==> src/rtl/shared_buff_pkg.sv <==
// Shared types and defaults for the shared-buffer pop scheduler.
package shared_buff_pkg;

   localparam int unsigned WW_DEFAULT = 4;

   typedef enum logic {
      IDLE  = 1'b0,
      BURST = 1'b1
   } state_t;

endpackage

==> src/rtl/shared_buff_pop_sched_rr_arbiter.sv <==
// Rotating-priority search: first request strictly after last, wrapping back to last itself.
module rr_arbiter #(
   parameter int unsigned Q  = 4,
   parameter int unsigned QW = (Q > 1) ? $clog2(Q) : 1
) (
   input  logic [Q-1:0]  req,
   input  logic [QW-1:0] last,
   output logic [Q-1:0]  grant
);

   logic          found;
   logic [QW-1:0] idx;

   always_comb begin
      grant = '0;
      found = 1'b0;
      idx   = '0;
      for (int unsigned i = 1; i <= Q; i++) begin
         idx = QW'((32'(last) + i) % Q);
         if (!found && req[idx]) begin
            grant[idx] = 1'b1;
            found      = 1'b1;
         end
      end
   end

endmodule

==> src/rtl/shared_buff_pop_sched.sv <==
// Weighted round-robin pop scheduler for a shared multi-queue buffer with a one-entry output register.
module shared_buff_pop_sched
   import shared_buff_pkg::*;
#(
   parameter int unsigned DW = 16,
   parameter int unsigned Q  = 4,
   parameter int unsigned WW = WW_DEFAULT,
   localparam int unsigned QW = (Q > 1) ? $clog2(Q) : 1
) (
   input  logic            clk,
   input  logic            arst,
   input  logic            en,
   input  logic [Q*WW-1:0] cfg_weight,
   input  logic [Q-1:0]    valid,
   input  logic [DW-1:0]   data_out,
   output logic            pop,
   output logic [Q-1:0]    pop_sel,
   output logic            out_valid,
   output logic [DW-1:0]   out_data,
   output logic [QW-1:0]   out_qid,
   input  logic            out_ready
);

   state_t        state, state_nxt;
   logic [QW-1:0] cur, cur_nxt;
   logic [WW-1:0] cnt, cnt_nxt;

   logic [Q-1:0]  elig;
   logic [Q-1:0]  arb_gnt;
   logic [Q-1:0]  gnt;
   logic [QW-1:0] gnt_idx;
   logic [WW-1:0] w_cur;
   logic          burst_cont;
   logic          space;

   // Eligibility and current-queue weight, re-sampled every cycle
   always_comb begin
      elig  = '0;
      w_cur = '0;
      for (int unsigned i = 0; i < Q; i++) begin
         elig[i] = valid[i] && (cfg_weight[i*WW +: WW] != '0);
         if (QW'(i) == cur) w_cur = cfg_weight[i*WW +: WW];
      end
   end

   rr_arbiter #(
      .Q  (Q),
      .QW (QW)
   ) u_arb (
      .req   (elig),
      .last  (cur),
      .grant (arb_gnt)
   );

   // State register
   always_ff @(posedge clk or posedge arst) begin
      if (arst) begin
         state <= IDLE;
         cur   <= QW'(Q - 1);
         cnt   <= '0;
      end else begin
         state <= state_nxt;
         cur   <= cur_nxt;
         cnt   <= cnt_nxt;
      end
   end

   // Output decode: an ended burst falls through to re-arbitration in the same cycle
   always_comb begin
      burst_cont = (state == BURST) && valid[cur] && (cnt < w_cur);
      gnt        = burst_cont ? (Q'(1) << cur) : arb_gnt;
      space      = !out_valid || out_ready;
      pop        = !arst && en && space && (gnt != '0);
      pop_sel    = pop ? gnt : '0;
      gnt_idx    = '0;
      for (int unsigned i = 0; i < Q; i++) begin
         if (gnt[i]) gnt_idx = QW'(i);
      end
   end

   // Next-state; en low freezes state, cur and cnt
   always_comb begin
      state_nxt = state;
      cur_nxt   = cur;
      cnt_nxt   = cnt;
      if (en) begin
         if (burst_cont) begin
            if (pop) cnt_nxt = cnt + WW'(1);
         end else if (pop) begin
            state_nxt = BURST;
            cur_nxt   = gnt_idx;
            cnt_nxt   = WW'(1);
         end else begin
            state_nxt = IDLE;
            cnt_nxt   = '0;
         end
      end
   end

   // One-entry output register; word is held while stalled
   always_ff @(posedge clk or posedge arst) begin
      if (arst) begin
         out_valid <= 1'b0;
         out_data  <= '0;
         out_qid   <= '0;
      end else if (pop) begin
         out_valid <= 1'b1;
         out_data  <= data_out;
         out_qid   <= gnt_idx;
      end else if (out_ready) begin
         out_valid <= 1'b0;
      end
   end

endmodule

==> config.mk <==
export PLATFORM = sky130hd
export DESIGN_NAME = shared_buff_pop_sched
export DESIGN_NICKNAME = d
export VERILOG_FILES = /design/src/rtl/shared_buff_pkg.sv /design/src/rtl/shared_buff_pop_sched_rr_arbiter.sv /design/src/rtl/shared_buff_pop_sched.sv
export SDC_FILE = /design/constraint.sdc
export NUM_CORES = 1
export LEC_CHECK = 0
export CORE_MARGIN = 2
export CORE_UTILIZATION = 65
export DETAILED_ROUTE_END_ITERATION = 8
export DONT_BUFFER_PORTS = 1
export GPL_TIMING_DRIVEN = 0
export HOLD_SLACK_MARGIN = 0.05
export PLACE_DENSITY = 0.91
export REMOVE_ABC_BUFFERS = 1
export SLEW_MARGIN = 30
export SYNTH_ARGS = -nofsm -noshare
export SYNTH_HDL_FRONTEND = slang
export SYNTH_HIERARCHICAL = 1
export SYNTH_SLANG_ARGS = --single-unit
==> constraint.sdc <==
create_clock -name clk -period 6.45 [get_ports clk]
set_clock_uncertainty 0.05 [all_clocks]
set_input_delay 1.29 -clock clk [delete_from_list [all_inputs] [get_ports clk]]
set_output_delay 1.29 -clock clk [all_outputs]
set_load 0.01 [all_outputs]
==> metrics <==
slowest cell delay on critical path 0.57 ns; hold path depth 2; Die Height 57.2 um; Slew headroom 0.441; GRT Total Usage 0.247; largest net degree at the start of global routing 29; first-pass GRT wire length a little over 6 mm; Worst Hold Path EP state; vias in the first global route 1316; Yosys top cell area share 0.327; FF-to-FF End out_data[5]; Worst Setup End Kind primary output; family with the most delay on the worst path simple AND/OR/NAND/NOR gates; R2R Path Start cur[0]; worst path arrival time 4.08 ns; Seq cells post-synth 26; Post-Syn Area 1840 um^2; total iterations of the first detailed-routing run 5; Yosys top cell by area dfrtp_1; Critical path origin cfg_weight[11]; hpwl dp 2.92 mm; Hold Crit Start state; worst setup margin 1.03 ns; row cnt 19; initial antenna violation count 0; final wirelength about 4 mm; clock-pin slew on the worst setup and hold paths 0.13 ns; crit start category primary input; H-Tree Level Count 1; Worst R2R Setup Slack 2.29 ns; Pleak 0.808 nW; drt via density 7.02; dpl ws 1.12 ns; area delta synth->final 1.90%; DRC viols 0; synthesized instance count 166; Max Fclk roughly 0.18 GHz; worst setup path category in2out; crit-path cells o41a_1 -> mux4_2 -> nor3b_1 -> a21oi_1 -> o211ai_1 -> or2_2 -> nor3_1 -> nand2b_1 -> o21ai_4; I/O Buffers 0; total power ~0.93 mW; PwrDens around 500 nW/um^2; routability cong. 0.851; largest fanout on the critical path 18; Synth area leaders dfrtp_1 (33%), ha_1 (8.2%), mux4_2 (7.3%); sink count of the clock tree 26; Antenna Violating Nets Remaining 0; Die Wd 57.2 um; Vias approximately 1.4k; Core ar. 2710 um^2; iteration-0 DRC count of the detailed router 88; Max Cap Violations 0; nets 216; WP data required ~5 ns; Skew-Pair Late Insertion Delay 0.32 ns; crit share post-route 0.840; commonest non-fill, non-tap cell in the layout dfrtp_1; worst-path cell with the longest stage delay mux4_2; Antenna diodes 0; post-cts resize count 0; Tmin final ~5.4 ns; WL per Instance 20.1 um; most frequent cells in the layout dfrtp_1 (24), a21oi_1 (15), nand2_1 (14), inv_1 (13), ha_1 (12); post-synth cell types 41; CTS tree built; Yosys Warn Count 6; Clock Tree Buf Depth 2; r2r worst-path depth 10; peak supply drop about 0.0005 V; Pins Over Slew Limit 0; layout cells sized above 1 0.209; Seq/Total Area, Yosys 0.355; Post-CTS Setup Bufs 0; Num CTS Buffers 3; Clock Tree Root clkbuf_4; synthesized area per cell 11.1 um^2; worst slew pin tran 0.838 ns; die area 3270 um^2; Final setup viols 0; Ports 64; Layout fillers 189; hold buffer count at cts 0; setup TNS 0 ns; status finished, final reports clean; Hold Vio Cnt, Final 0; RSZ-0062 raised after global routing no; GR Overflow Total 0; initial core utilization 0.679; Hold WC Path Type reg2reg; Buf/Inv on CP 0
==> synthesized netlist by cell type <==
cell,n
a21oi_1,15
nor3_1,4
buf_6,3
buf_2,1
mux4_2,6
nor2_2,1
nand2_1,14
xnor2_1,1
dfstp_2,2
ha_1,12
inv_1,14
nor4_1,2
and3_1,1
a22o_1,1
o41a_1,4
nand4_1,1
a21o_1,1
nor3b_1,4
or3_1,1
buf_8,1
nand2b_1,3
buf_4,1
or2_2,1
o21ai_4,1
o21ai_0,4
nor4b_4,1
o211ai_1,5
mux2i_1,2
mux4_1,2
o31ai_2,1
a22oi_1,1
dfrtp_1,24
nor2_1,8
mux2_4,8
and4b_1,1
or2b_1,1
clkbuf_1,1
nand3_1,2
o22ai_1,1
a211o_1,1
mux2_2,8
==> kinds of logic (layout without fill, tap and decap cells) <==
logic type | after synthesis | in the layout | share of synthesized area
adder cells (fa/ha/maj) | 12 | 12 | 0.0816
AND/OR/NAND/NOR | 45 | 45 | 0.134
buffers and inverters | 21 | 18 | 0.0639
flip-flops | 26 | 26 | 0.355
multiplexers | 26 | 26 | 0.227
XOR/XNOR | 1 | 1 | 0.00476
AO/OA/AOI/OAI | 35 | 35 | 0.133
==> worst max path at each step <==
stage	to	depth (start not counted)
finish	pop	9
global placement	pop	9
CTS	pop	9
floorplan	pop	9
global route	pop	9
detailed placement	pop	9
==> layer usage <==
metal | GRT usage | share of wire
met4 | 0.0631 | 0.020
met2 | 0.402 | 0.51
met1 | 0.328 | 0.38
met3 | 0.0703 | 0.088
met5 | 0 | 0
==> cell type report <==
| type | count | area (um^2) | share of cell area |
|---|---|---|---|
| Inverter | 14 | 52.6 | 0.0280 |
| Tap cell | 31 | 38.8 | 0.0207 |
| Clock inverter | 1 | 30.0 | 0.0160 |
| Multi-Input combinational cell | 119 | 1080 | 0.575 |
| Sequential cell | 26 | 653 | 0.348 |
| Clock buffer | 3 | 22.5 | 0.0120 |
==> power breakdown <==
group / switching [mW] / internal, mW / leakage, nW / total (mW)
logic: 0.239 / 0.233 / 0.466 / 0.472
clock network: 0.0471 / 0.0629 / 0.0279 / 0.110
registers: 0.111 / 0.241 / 0.314 / 0.353
==> state kept, by name, summed over array words and instances, names as in the netlist <==
signal	flops
out_data	16
cnt	4
cur	2
out_qid	2
out_valid	1
state	1
==> tightest hold or removal path, stage by stage, from the launching register on <==
cell and delay, ns:
dfrtp_1 0.37, nand2_1 0.05, nand2_1 0.06
==> per-stage QoR <==
step	cells	hold WS (ns)	instance area, um^2	util
final	194	0.458	1870	0.692
after CTS	194	0.462	1870	0.692
after global placement	190	0.419	1810	0.669
after detailed placement	190	0.432	1820	0.672
after global routing	194	0.482	1870	0.692
after floorplan	159	0.389	1770	-
(Power assumes the default switching activity.)
